File: src/rtl/mask_match_scheduler_if.sv
// Block/beat handshake bundle for mask_match_scheduler.
// Optional counters are present only when MASK_MATCH_STATS_EN is defined.
interface mask_match_scheduler_if #(
    parameter int BITMASK_LENGTH = 16,
    parameter int INDEX_BITWIDTH = 5,
    parameter int LANES          = 2
);
    logic                              ivalid;
    logic                              oready;
    logic [BITMASK_LENGTH-1:0]         bitmaskW;
    logic [BITMASK_LENGTH-1:0]         bitmaskA;
    logic                              ovalid;
    logic                              iready;
    logic [LANES-1:0]                  laneValid;
    logic [LANES*INDEX_BITWIDTH-1:0]   laneIndexW;
    logic [LANES*INDEX_BITWIDTH-1:0]   laneIndexA;
    logic [INDEX_BITWIDTH-1:0]         numW;
    logic [INDEX_BITWIDTH-1:0]         numA;
    logic                              last;
`ifdef MASK_MATCH_STATS_EN
    logic [31:0]                       blockCount;
    logic [31:0]                       pairCount;
`endif

    modport master (
        output ivalid, bitmaskW, bitmaskA, iready,
        input  oready, ovalid, laneValid, laneIndexW, laneIndexA, numW, numA, last
`ifdef MASK_MATCH_STATS_EN
        , input blockCount, pairCount
`endif
    );

    modport slave (
        input  ivalid, bitmaskW, bitmaskA, iready,
        output oready, ovalid, laneValid, laneIndexW, laneIndexA, numW, numA, last
`ifdef MASK_MATCH_STATS_EN
        , output blockCount, pairCount
`endif
    );
endinterface

File: src/rtl/mask_match_scheduler.sv
// Walks the mutual set bits of a W/A bitmask pair, issuing up to LANES packed-index pairs per beat.
// Optional block/pair counters are enabled by defining MASK_MATCH_STATS_EN.
module mask_match_scheduler #(
    parameter int BITMASK_LENGTH = 16,
    parameter int INDEX_BITWIDTH = 5,
    parameter int LANES          = 2
) (
    input  logic                  clock,
    input  logic                  resetn,
    mask_match_scheduler_if.slave bus
);
    localparam int BL = BITMASK_LENGTH;
    localparam int IW = INDEX_BITWIDTH;
    localparam int NL = LANES;

    typedef enum logic {IDLE, ISSUE} state_t;

    state_t          r_state;
    logic [BL-1:0]   r_mask_w;
    logic [BL-1:0]   r_mask_a;
    logic [BL-1:0]   r_remain;
    logic [IW-1:0]   r_num_w;
    logic [IW-1:0]   r_num_a;

    logic            w_accept;
    logic            w_retire;
    logic            w_last;
    logic            w_oready;
    logic [BL-1:0]   w_issued;
    logic [NL-1:0]   w_lane_valid;
    logic [IW-1:0]   w_lane_idx_w [NL];
    logic [IW-1:0]   w_lane_idx_a [NL];
    logic [IW-1:0]   w_pop_w_in;
    logic [IW-1:0]   w_pop_a_in;

    // Lane k takes the k-th lowest remaining bit; its indices are the set-bit counts below it.
    always_comb begin : beat_select
        logic [IW-1:0] cnt_r;
        logic [IW-1:0] cnt_w;
        logic [IW-1:0] cnt_a;
        cnt_r        = '0;
        cnt_w        = '0;
        cnt_a        = '0;
        w_issued     = '0;
        w_lane_valid = '0;
        for (int k = 0; k < NL; k++) begin
            w_lane_idx_w[k] = '0;
            w_lane_idx_a[k] = '0;
        end
        for (int p = 0; p < BL; p++) begin
            for (int k = 0; k < NL; k++) begin
                if (r_remain[p] && (cnt_r == IW'(k))) begin
                    w_lane_valid[k] = 1'b1;
                    w_lane_idx_w[k] = cnt_w;
                    w_lane_idx_a[k] = cnt_a;
                    w_issued[p]     = 1'b1;
                end
            end
            if (r_remain[p]) begin
                cnt_r = cnt_r + IW'(1);
            end
            cnt_w = cnt_w + IW'(r_mask_w[p]);
            cnt_a = cnt_a + IW'(r_mask_a[p]);
        end
    end

    always_comb begin : input_popcount
        w_pop_w_in = '0;
        w_pop_a_in = '0;
        for (int p = 0; p < BL; p++) begin
            w_pop_w_in = w_pop_w_in + IW'(bus.bitmaskW[p]);
            w_pop_a_in = w_pop_a_in + IW'(bus.bitmaskA[p]);
        end
    end

    assign w_last   = (r_state == ISSUE) && ((r_remain & ~w_issued) == '0);
    assign w_retire = (r_state == ISSUE) && bus.iready;
    // A new block may enter on the very edge that retires the final beat.
    assign w_oready = resetn && ((r_state == IDLE) || (w_retire && w_last));
    assign w_accept = bus.ivalid && w_oready;

`ifdef MASK_MATCH_STATS_EN
    logic [31:0] r_block_cnt;
    logic [31:0] r_pair_cnt;
    logic [31:0] w_pair_inc;

    always_comb begin
        w_pair_inc = '0;
        for (int k = 0; k < NL; k++) begin
            w_pair_inc = w_pair_inc + 32'(w_lane_valid[k]);
        end
    end
`endif

    always_ff @(posedge clock or negedge resetn) begin
        if (!resetn) begin
            r_state     <= IDLE;
            r_mask_w    <= '0;
            r_mask_a    <= '0;
            r_remain    <= '0;
            r_num_w     <= '0;
            r_num_a     <= '0;
`ifdef MASK_MATCH_STATS_EN
            r_block_cnt <= '0;
            r_pair_cnt  <= '0;
`endif
        end else begin
            if (w_accept) begin
                r_state  <= ISSUE;
                r_mask_w <= bus.bitmaskW;
                r_mask_a <= bus.bitmaskA;
                r_remain <= bus.bitmaskW & bus.bitmaskA;
                r_num_w  <= w_pop_w_in;
                r_num_a  <= w_pop_a_in;
            end else if (w_retire) begin
                if (w_last) begin
                    r_state  <= IDLE;
                    r_remain <= '0;
                end else begin
                    r_remain <= r_remain & ~w_issued;
                end
            end
`ifdef MASK_MATCH_STATS_EN
            if (w_retire) begin
                r_pair_cnt <= r_pair_cnt + w_pair_inc;
                if (w_last) begin
                    r_block_cnt <= r_block_cnt + 32'd1;
                end
            end
`endif
        end
    end

    assign bus.oready    = w_oready;
    assign bus.ovalid    = (r_state == ISSUE);
    assign bus.last      = w_last;
    assign bus.laneValid = w_lane_valid;
    assign bus.numW      = r_num_w;
    assign bus.numA      = r_num_a;

    generate
        for (genvar gi = 0; gi < NL; gi++) begin : g_lane_pack
            assign bus.laneIndexW[gi*IW +: IW] = w_lane_idx_w[gi];
            assign bus.laneIndexA[gi*IW +: IW] = w_lane_idx_a[gi];
        end
    endgenerate

`ifdef MASK_MATCH_STATS_EN
    assign bus.blockCount = r_block_cnt;
    assign bus.pairCount  = r_pair_cnt;
`endif
endmodule

File: src/flat_wrapper.sv
// flat-port wrapper written by rule: the top's interface ports become plain ports
module mask_match_scheduler_flat 
#(
    parameter int BITMASK_LENGTH = 16,
    parameter int INDEX_BITWIDTH = 5,
    parameter int LANES          = 2
)
  (clock, resetn, bus_ivalid, bus_bitmaskW, bus_bitmaskA, bus_iready, bus_oready, bus_ovalid, bus_laneValid, bus_laneIndexW, bus_laneIndexA, bus_numW, bus_numA, bus_last);
  mask_match_scheduler_if #(.BITMASK_LENGTH(BITMASK_LENGTH), .INDEX_BITWIDTH(INDEX_BITWIDTH), .LANES(LANES)) bus_i ();
  input  logic clock;
  input  logic resetn;
  input wire logic [$bits(bus_i.ivalid)-1:0] bus_ivalid;
  input wire logic [$bits(bus_i.bitmaskW)-1:0] bus_bitmaskW;
  input wire logic [$bits(bus_i.bitmaskA)-1:0] bus_bitmaskA;
  input wire logic [$bits(bus_i.iready)-1:0] bus_iready;
  output wire logic [$bits(bus_i.oready)-1:0] bus_oready;
  output wire logic [$bits(bus_i.ovalid)-1:0] bus_ovalid;
  output wire logic [$bits(bus_i.laneValid)-1:0] bus_laneValid;
  output wire logic [$bits(bus_i.laneIndexW)-1:0] bus_laneIndexW;
  output wire logic [$bits(bus_i.laneIndexA)-1:0] bus_laneIndexA;
  output wire logic [$bits(bus_i.numW)-1:0] bus_numW;
  output wire logic [$bits(bus_i.numA)-1:0] bus_numA;
  output wire logic [$bits(bus_i.last)-1:0] bus_last;
  assign bus_i.ivalid = bus_ivalid;
  assign bus_i.bitmaskW = bus_bitmaskW;
  assign bus_i.bitmaskA = bus_bitmaskA;
  assign bus_i.iready = bus_iready;
  assign bus_oready = bus_i.oready;
  assign bus_ovalid = bus_i.ovalid;
  assign bus_laneValid = bus_i.laneValid;
  assign bus_laneIndexW = bus_i.laneIndexW;
  assign bus_laneIndexA = bus_i.laneIndexA;
  assign bus_numW = bus_i.numW;
  assign bus_numA = bus_i.numA;
  assign bus_last = bus_i.last;
  mask_match_scheduler #(.BITMASK_LENGTH(BITMASK_LENGTH), .INDEX_BITWIDTH(INDEX_BITWIDTH), .LANES(LANES)) u_core (.clock(clock), .resetn(resetn), .bus(bus_i));
endmodule
File: config.mk
export PLATFORM = sky130hd
export DESIGN_NAME = mask_match_scheduler_flat
export DESIGN_NICKNAME = d
export VERILOG_FILES = /design/src/rtl/mask_match_scheduler_if.sv /design/src/rtl/mask_match_scheduler.sv /design/src/flat_wrapper.sv
export SDC_FILE = /design/constraint.sdc
export NUM_CORES = 1
export LEC_CHECK = 0
export ABC_CLOCK_PERIOD_IN_PS = 22400
export CAP_MARGIN = 20
export CORE_MARGIN = 2
export CORE_UTILIZATION = 23
export CTS_CLUSTER_SIZE = 8
export DETAILED_ROUTE_END_ITERATION = 16
export SKIP_LAST_GASP = 1
export SYNTH_ARGS = -nofsm -noshare
export SYNTH_HDL_FRONTEND = slang
export SYNTH_SLANG_ARGS = --single-unit
export TNS_END_PERCENT = 100
File: constraint.sdc
create_clock -name clock -period 22.4 [get_ports clock]
set_input_delay 4.48 -clock clock [delete_from_list [all_inputs] [get_ports clock]]
set_output_delay 4.48 -clock clock [all_outputs]
set_load 0.01 [all_outputs]
Yosys cells after proc, flatten, opt, wreduce, memory -nomap -nowiden
Index checks and enable logic that the tools add are counted.
Word-level totals
  flip-flop bits (word level): 57
  output and inout bits: 35
  input bits: 36
Cells by class
  add/subtract/negate cells: 72
  reduce and logical (&&, ||, !) cells: 55
  mux-type cells: 142
  bitwise gates (word level): 4
  equal/unequal tests: 15
Operators by type and width (count)
  $mux 5: 70
  $add 5x1->5: 50
  $logic_not 5->1: 15
  $eq 5x1->1 const B: 14
  $mux 1: 69
  $add 5x1->5 const B: 13
  $mux 16: 3
  $logic_and 1x1->1: 35
  $and 16x16->16: 2
  $logic_not 16->1: 1
  $not 16->16: 1
  $add 2x1->3: 4
  $add 1x1->2: 4
  $reduce_bool 2->1: 2
  $add 1x1->2 const B: 1
  $reduce_and 2->1: 1
  $eq 1x1->1 const B: 1
  $logic_or 1x1->1: 1
  $not 1->1: 1

Depth between registers and ports, before layout
Gate-level depths: netlist of the first run.
  depth in word-level cells: 43
  depth in mapped cells: 57
  gate-level depth less buffers: 55

Worst setup path before layout of the first run
Ideal clock, no wire load.
  kind: reg2out
  start: reg u_core.r_remain[1]
  end: out bus_oready
  data arrival time: 9.679 ns
  buffers on the path: 0
  path slack: 8.241 ns
  cell stages (with the launch flop): 53
  required time: 17.920 ns
  cell sequence: dfrtp_1 > fa_1 > ha_1 > nand2_1 > o21ai_0 > inv_1 > ha_1 > a21oi_1 > nand2_1 > ha_1 > inv_1 > a2bb2oi_1 > or2_2 > ha_1 > nand2b_1 > o21a_1 > inv_1 > ha_1 > [17 not listed] > o22ai_1 > o41ai_1 > ha_1 > mux2_2 > inv_1 > ha_1 > nor2_1 > nand2_1 > nand2_1 > a221oi_1 > nand3_1 > a221oi_1 > nand4_1 > a221oi_1 > nand3_1 > a2111o_1 > and2_1 > nor2b_1
Between the ends
  word-level cells in the longest chain between the ends: 38
Ends and longest elaborated chain
  start, declared: RTL line mask_match_scheduler.sv:21  | logic [BL-1:0] r_remain;
  start signal, assigned: RTL line mask_match_scheduler.sv:112  | r_remain <= bus.bitmaskW & bus.bitmaskA;
  start signal, assigned: RTL line mask_match_scheduler.sv:120  | r_remain <= r_remain & ~w_issued;
  $mux 5: RTL line mask_match_scheduler.sv:59  | if (r_remain[p]) begin
  $add 5x1->5: RTL line mask_match_scheduler.sv:60  | cnt_r = cnt_r + IW'(1);
  $mux 5: RTL line mask_match_scheduler.sv:59
  $add 5x1->5: RTL line mask_match_scheduler.sv:60
  $mux 5: RTL line mask_match_scheduler.sv:59
  $add 5x1->5: RTL line mask_match_scheduler.sv:60
  $mux 5: RTL line mask_match_scheduler.sv:59
  $add 5x1->5: RTL line mask_match_scheduler.sv:60
  [21 not listed]
  $mux 1 (2 in series): RTL line mask_match_scheduler.sv:52  | if (r_remain[p] && (cnt_r == IW'(k))) begin
  $not 16->16: RTL line mask_match_scheduler.sv:76  | assign w_last = (r_state == ISSUE) && ((r_remain & ~w_issued) == '0);
  $and 16x16->16 *: RTL line mask_match_scheduler.sv:76
  $logic_not 16->1 *: RTL line mask_match_scheduler.sv:76
  $logic_and 1x1->1 *: RTL line mask_match_scheduler.sv:76
  $logic_and 1x1->1 *: RTL line mask_match_scheduler.sv:79  | assign w_oready = resetn && ((r_state == IDLE) || (w_retire && w_last));
  $logic_or 1x1->1 *: RTL line mask_match_scheduler.sv:79
  $logic_and 1x1->1 *: RTL line mask_match_scheduler.sv:79
  end, declared: RTL line flat_wrapper.sv:16  | output wire logic [$bits(bus_i.oready)-1:0] bus_oready;
Mark *: on every way between the ends. The rest lies on a longest branch, timed or not.

Final worst setup path of the first run
  start: reg u_core.r_remain[2]
  end: out bus_oready
Between the ends
  word-level cells in the longest chain between the ends: 36
Ends and longest elaborated chain (RTL line)
  $mux 5: mask_match_scheduler.sv:59
  $add 5x1->5: mask_match_scheduler.sv:60
  $mux 5: mask_match_scheduler.sv:59
  $add 5x1->5: mask_match_scheduler.sv:60
  $mux 5: mask_match_scheduler.sv:59
  $add 5x1->5: mask_match_scheduler.sv:60
  $mux 5: mask_match_scheduler.sv:59
  $add 5x1->5: mask_match_scheduler.sv:60
  [19 not listed]
  $mux 1 (2 in series): mask_match_scheduler.sv:52
  $not 16->16: mask_match_scheduler.sv:76
  $and 16x16->16 *: mask_match_scheduler.sv:76
  $logic_not 16->1 *: mask_match_scheduler.sv:76
  $logic_and 1x1->1 *: mask_match_scheduler.sv:76
  $logic_and 1x1->1 *: mask_match_scheduler.sv:79
  $logic_or 1x1->1 *: mask_match_scheduler.sv:79
  $logic_and 1x1->1 *: mask_match_scheduler.sv:79
Marks and branches as above.

==> results of run 1 <==
-- routing by layer --
layer	GRT usage [%]	vias to the layer above
met2	25.5	308
met4	4.24	0
met3	1.73	60
li1	-	5070
met1	20.0	5174
met5	0	-
-- flip-flops by register name (all words and copies together), names as in the netlist --
register / cells
u_core.r_remain: 16
u_core.r_mask_a: 15
u_core.bus.ovalid: 1
u_core.bus.numA: 5
u_core.r_mask_w: 15
u_core.bus.numW: 5
-- path summary, 6_finish.rpt --
path / cells past startpoint / start / to / slack, ns
hold reg to reg: 1 / u_core.bus.numW[4]$_DFFE_PN0P_ / u_core.bus.numW[4]$_DFFE_PN0P_ / 0.49
hold / removal: 1 / u_core.bus.numW[4]$_DFFE_PN0P_ / u_core.bus.numW[4]$_DFFE_PN0P_ / 0.49
setup reg to reg: 53 / u_core.r_remain[2]$_DFFE_PN0P_ / u_core.r_mask_a[12]$_DFFE_PN0P_ / 9.97
min in group asynchronous: 2 / resetn / u_core.bus.numA[3]$_DFFE_PN0P_ / 4.15
max in group asynchronous: 3 / resetn / u_core.bus.numA[2]$_DFFE_PN0P_ / 17.42
setup / recovery: 53 / u_core.r_remain[2]$_DFFE_PN0P_ / bus_oready / 5.33
-- synthesized netlist by cell type, drive strengths merged (20+ instances only) --
library cell  count
nand2           127
xor2             38
mux2             48
nand4            25
o211ai           42
and3             21
and2             20
clkbuf           51
ha              101
nand3            73
mux2i            43
xnor2            69
nor2            108
a21oi            73
a211oi           26
dfrtp            57
inv              76
o21ai            86
fa               25
nor3             27
-- critical path: cells and delay by family (launching register included) --
family	cells	cell delay, ns
compound gates	16	3.38
flops	1	0.79
fa+ha+maj	13	4.31
buf+inv	5	0.87
simple gates	17	2.33
mux	2	0.57
-- stage by stage --
step	cells	cell area [um^2]
6_report	2012	12600
5_1_grt	2012	12600
4_1_cts	2012	12600
3_5_place_dp	1996	12200
3_3_place_gp	1996	12200
2_1_floorplan	1372	11000
-- final cells by class --
type / instances / area [um^2]
timing repair buffer: 79 / 763
inverter: 77 / 289
clock inverter: 7 / 103
tap: 615 / 769
multi-input combinational: 1168 / 8990
sequential: 57 / 1430
clock buffer: 9 / 225
fill: 5172 / 34900
-- cells by family (layout without fill, tap and decap cells) --
logic type	count (synthesis)	count (layout)	share of synthesized area [%]
compound gates	368	368	22.5
xor+xnor	122	122	12.6
fa+ha+maj	126	126	16.0
buf+inv	147	172	5.37
flops	57	57	13.0
mux	91	91	10.1
simple gates	461	461	20.5
==> results.yml, run 1 <==
status:
  status: "finished, final reports clean"
yosys:
  synth_cells: 1372
  netlist.area_leader.share_pct: 13.0
  synth.lib_cells_used.distinct: 91
  yosysWarnings: 0
  syn-mean-instance-area_um2: 8.01
  syn-num-nets: 1534
  ys_seq_area_share_pct: 13.0
  synth-main-ff-cell: "dfrtp_1"
  synth-edff-count: 0
  synth_top_area_cell: "dfrtp_1"
  synthArstFlopShare_pct: 100
  syn_area_um2: 11000
  synth_seq_cells: 57
  synth_area_leaders: "dfrtp_1, ha_1, xnor2_1"
routing:
  met2_length_um: 17900
  vias_per_cell: 5.27
  wire_per_inst_um: 18.8
  num_vias: 10600
  wl_um: 37900
  topRoutingLayerUsed: "met4"
  ant_nets: 0
  wl_met3_um: 1760
  route.detailed.drc: 0
  dr.pass1.iters: 7
  drt_iter0_drc: 947
  wl_met1_um: 17200
die:
  fp.dieH_um: 223
  ios: 71
  die-width_um: 223
  core_region_area_um2: 47400
  rows: 80
  dieArea_um2: 49600
  start_util_pct: 23.2
global_routing:
  grt-ovfl-total: 0
  grt_pass1_wl_um: 58600
  grt_max_degree: 51
  first_global_vias: 10200
  antenna_found_initial: 0
  grt.total_usage_pct: 15.0
cells_and_area:
  area.growth.synth_to_final_pct: 14.3
  drive_gt1_share_pct: 7.66
  diodes: 0
  final_cell_mix: "nand2_1, nor2_1, ha_1"
  fin_util_pct: 26.5
  final_nets: 1554
  layout_commonest_cell: "nand2_1"
sta:
  fmax_mhz: 58.6
  timing.hold.ws_ns: 0.493
  finalHoldViolCount: 0
  tns_ns: 0
  finalWorstSetupSlack_ns: 5.33
  worstMarginPinSlew_ns: 1.09
  layout_worst_path_cycle_share_pct: 76.2
  setup_violations: 0
  skew_ns: 0.0109
  min_period_ns: 17.07
  rsz0062_at_grt: "false"
  slew_headroom_pct: 27.1
  slew_viol_final: 0
worst_hold_path:
  hold_class: "reg2reg"
clock_tree:
  tritoncts: "done"
  root_buffer: "clkbuf_16"
  cts_htree_levels: 3
  cts.clk_slew.worst_paths_ns: 0.07
  clk_latency_ns: 0.36
  cts_resized: 0
  cts.sink_count: 57
  cts-buffers-inserted: 9
  cts_buffer_depth: 2
  cts_setup_buffers: 0
  postCtsHoldBufs: 0
place:
  pre_cts_ws_ns: 5.90
  dp_hpwl_um: 30700
  port_buffers: 70
  place.gp.congestion: 0.951
critical_path:
  cp-start-kind: "flip-flop"
  criticalPathCategory: "reg2out"
  crit_path_top_delay_cell: "dfrtp_1"
  worstPathArrival_ns: 12.59
  cp_common_cell: "ha_1"
  critPathMaxFanout: 22
  required_ns: 17.92
  critical_path.max_stage_delay_ns: 0.79
  cp-end-kind: "primary output"
flow_run:
  maxCapViolations: 0
Power of run 1 is not shown: default switching activity piles up to over one toggle a cycle in this logic, so the estimate is an artifact.
==> run 2: changes to the inputs <==
--- a/config.mk
+++ b/config.mk
@@ -5,7 +5,7 @@
 export SDC_FILE = /design/constraint.sdc
 export NUM_CORES = 1
 export LEC_CHECK = 0
-export ABC_CLOCK_PERIOD_IN_PS = 22400
+export ABC_CLOCK_PERIOD_IN_PS = 17320
 export CAP_MARGIN = 20
 export CORE_MARGIN = 2
 export CORE_UTILIZATION = 23
==> constraint.sdc (replaced) <==
create_clock -name clock -period 17.32 [get_ports clock]
set_input_delay 3.464 -clock clock [delete_from_list [all_inputs] [get_ports clock]]
set_output_delay 3.464 -clock clock [all_outputs]
set_load 0.01 [all_outputs]
==> run 2 against run 1 <==
Net effect:
- setup slack got worse by 3.8 ns
- flip-flop and latch count unchanged
- worst hold slack better by 0.0033 ns
- critical path type unchanged
- register-to-register slack lost 5.1 ns
- design area is the same
- critical path depth stayed put
- largest cell class unchanged
- count of clock-buffer cells in the layout did not move
==> results.yml, run 2 (synthesis gave the netlist of run 1 again) <==
status:
  status: "finished, final reports clean"
clock_tree:
  cts_setup_buffers: 0
  cts_buffer_depth: 2
  cts-buffers-inserted: 9
  cts.sink_count: 57
  root_buffer: "clkbuf_16"
  tritoncts: "done"
  clk_latency_ns: 0.35
  cts.clk_slew.worst_paths_ns: 0.06
  cts_htree_levels: 3
  cts_resized: 0
  postCtsHoldBufs: 0
place:
  port_buffers: 70
  dp_hpwl_um: 30700
  place_area_um2: 12200
  place.gp.congestion: 0.930
  pre_cts_ws_ns: 1.95
critical_path:
  cp-start-kind: "flip-flop"
  path_buf_inv: 5
  critPathMaxFanout: 22
  cp_common_cell: "ha_1"
  cp-end-kind: "primary output"
  criticalPathCategory: "reg2out"
  critical_path.max_stage_delay_ns: 0.79
  worstPathArrival_ns: 12.36
  crit_path_top_delay_cell: "dfrtp_1"
  crit_family: "adder cells"
  required_ns: 13.86
die:
  start_util_pct: 23.2
  dieArea_um2: 49600
  die-width_um: 223
  core_region_area_um2: 47400
  rows: 80
  fp.dieH_um: 223
  ios: 71
routing:
  drt_iter0_drc: 905
  wl_um: 37800
  route.detailed.drc: 0
  dr.pass1.iters: 5
  ant_nets: 0
  vias_per_cell: 5.25
  num_vias: 10600
  wire_per_inst_um: 18.8
cells_and_area:
  fin_area_um2: 12600
  regMostFlops: "u_core.r_remain"
  layout_commonest_cell: "nand2_1"
  final_nets: 1554
  final_cell_mix: "nand2_1, nor2_1, ha_1"
  diodes: 0
  largest_reg_flops: 16
  drive_gt1_share_pct: 7.66
  top_regs: "u_core.r_remain (16), u_core.r_mask_a (15), u_core.r_mask_w (15)"
  area.growth.synth_to_final_pct: 14.3
sta:
  worstMarginPinSlew_ns: 1.14
  fmax_mhz: 63.2
  skew_ns: 0.00782
  min_period_ns: 15.83
  slew_viol_final: 0
  setup_violations: 0
  finalWorstSetupSlack_ns: 1.49
  finalHoldViolCount: 0
  tns_ns: 0
  slew_headroom_pct: 23.7
  rsz0062_at_grt: "false"
  layout_worst_path_cycle_share_pct: 91.4
global_routing:
  grt_max_degree: 59
  first_global_vias: 10200
  antenna_found_initial: 0
  grt-ovfl-total: 0
  grt.total_usage_pct: 15.0
  grt_pass1_wl_um: 58500
worst_hold_path:
  hold_class: "reg2reg"
flow_run:
  maxCapViolations: 0
## run 2: per-stage QoR
step,instances,utilization (%),hold slack [ns]
after global routing,2012,26.5,0.531
after floorplan,1372,-,0.486
after CTS,2011,26.5,0.502
final,2012,26.5,0.496
after detailed placement,1995,25.8,0.476
after global placement,1995,25.8,0.482
## run 2: area by class of cell
type / instances / area (um^2)
Fill cell: 5203 / 34900
Clock inverter: 7 / 103
Tap cell: 615 / 769
Inverter: 77 / 289
Timing Repair Buffer: 79 / 763
Clock buffer: 9 / 225
Sequential cell: 57 / 1430
Multi-Input combinational cell: 1168 / 8990
## run 2: final timing paths
check,from,endpoint,slack [ns],depth (start not counted)
setup / recovery,u_core.r_remain[2]$_DFFE_PN0P_,bus_oready,1.49,53
hold / removal,u_core.bus.numW[4]$_DFFE_PN0P_,u_core.bus.numW[4]$_DFFE_PN0P_,0.50,1
setup reg to reg,u_core.r_remain[2]$_DFFE_PN0P_,u_core.r_mask_a[10]$_DFFE_PN0P_,4.89,53
hold reg to reg,u_core.bus.numW[4]$_DFFE_PN0P_,u_core.bus.numW[4]$_DFFE_PN0P_,0.50,1
max in group asynchronous,resetn,u_core.r_mask_w[12]$_DFFE_PN0P_,13.38,2
min in group asynchronous,resetn,u_core.bus.numA[2]$_DFFE_PN0P_,3.40,2
## run 2: worst reg2reg max path, delay by kind of cell, from the launching register on
kind                     cells  cell delay (ns)
AO/OA/AOI/OAI               17             3.67
adder cells (fa/ha/maj)     13             4.26
buffers and inverters        5             0.71
flip-flops                   1             0.79
multiplexers                 3             0.94
AND/OR/NAND/NOR             15             1.92
## run 2: per-layer routing
layer,part of all wire [%],global-route usage (%),routed length (um),up-vias
li1,-,-,-,5063
met1,44,19.8,16800,5131
met2,48,25.9,18200,310
met3,5.1,1.76,1940,55
met4,2.4,3.70,890,0
met5,0,0,0,-
Power of run 2 is left out for the same reason.
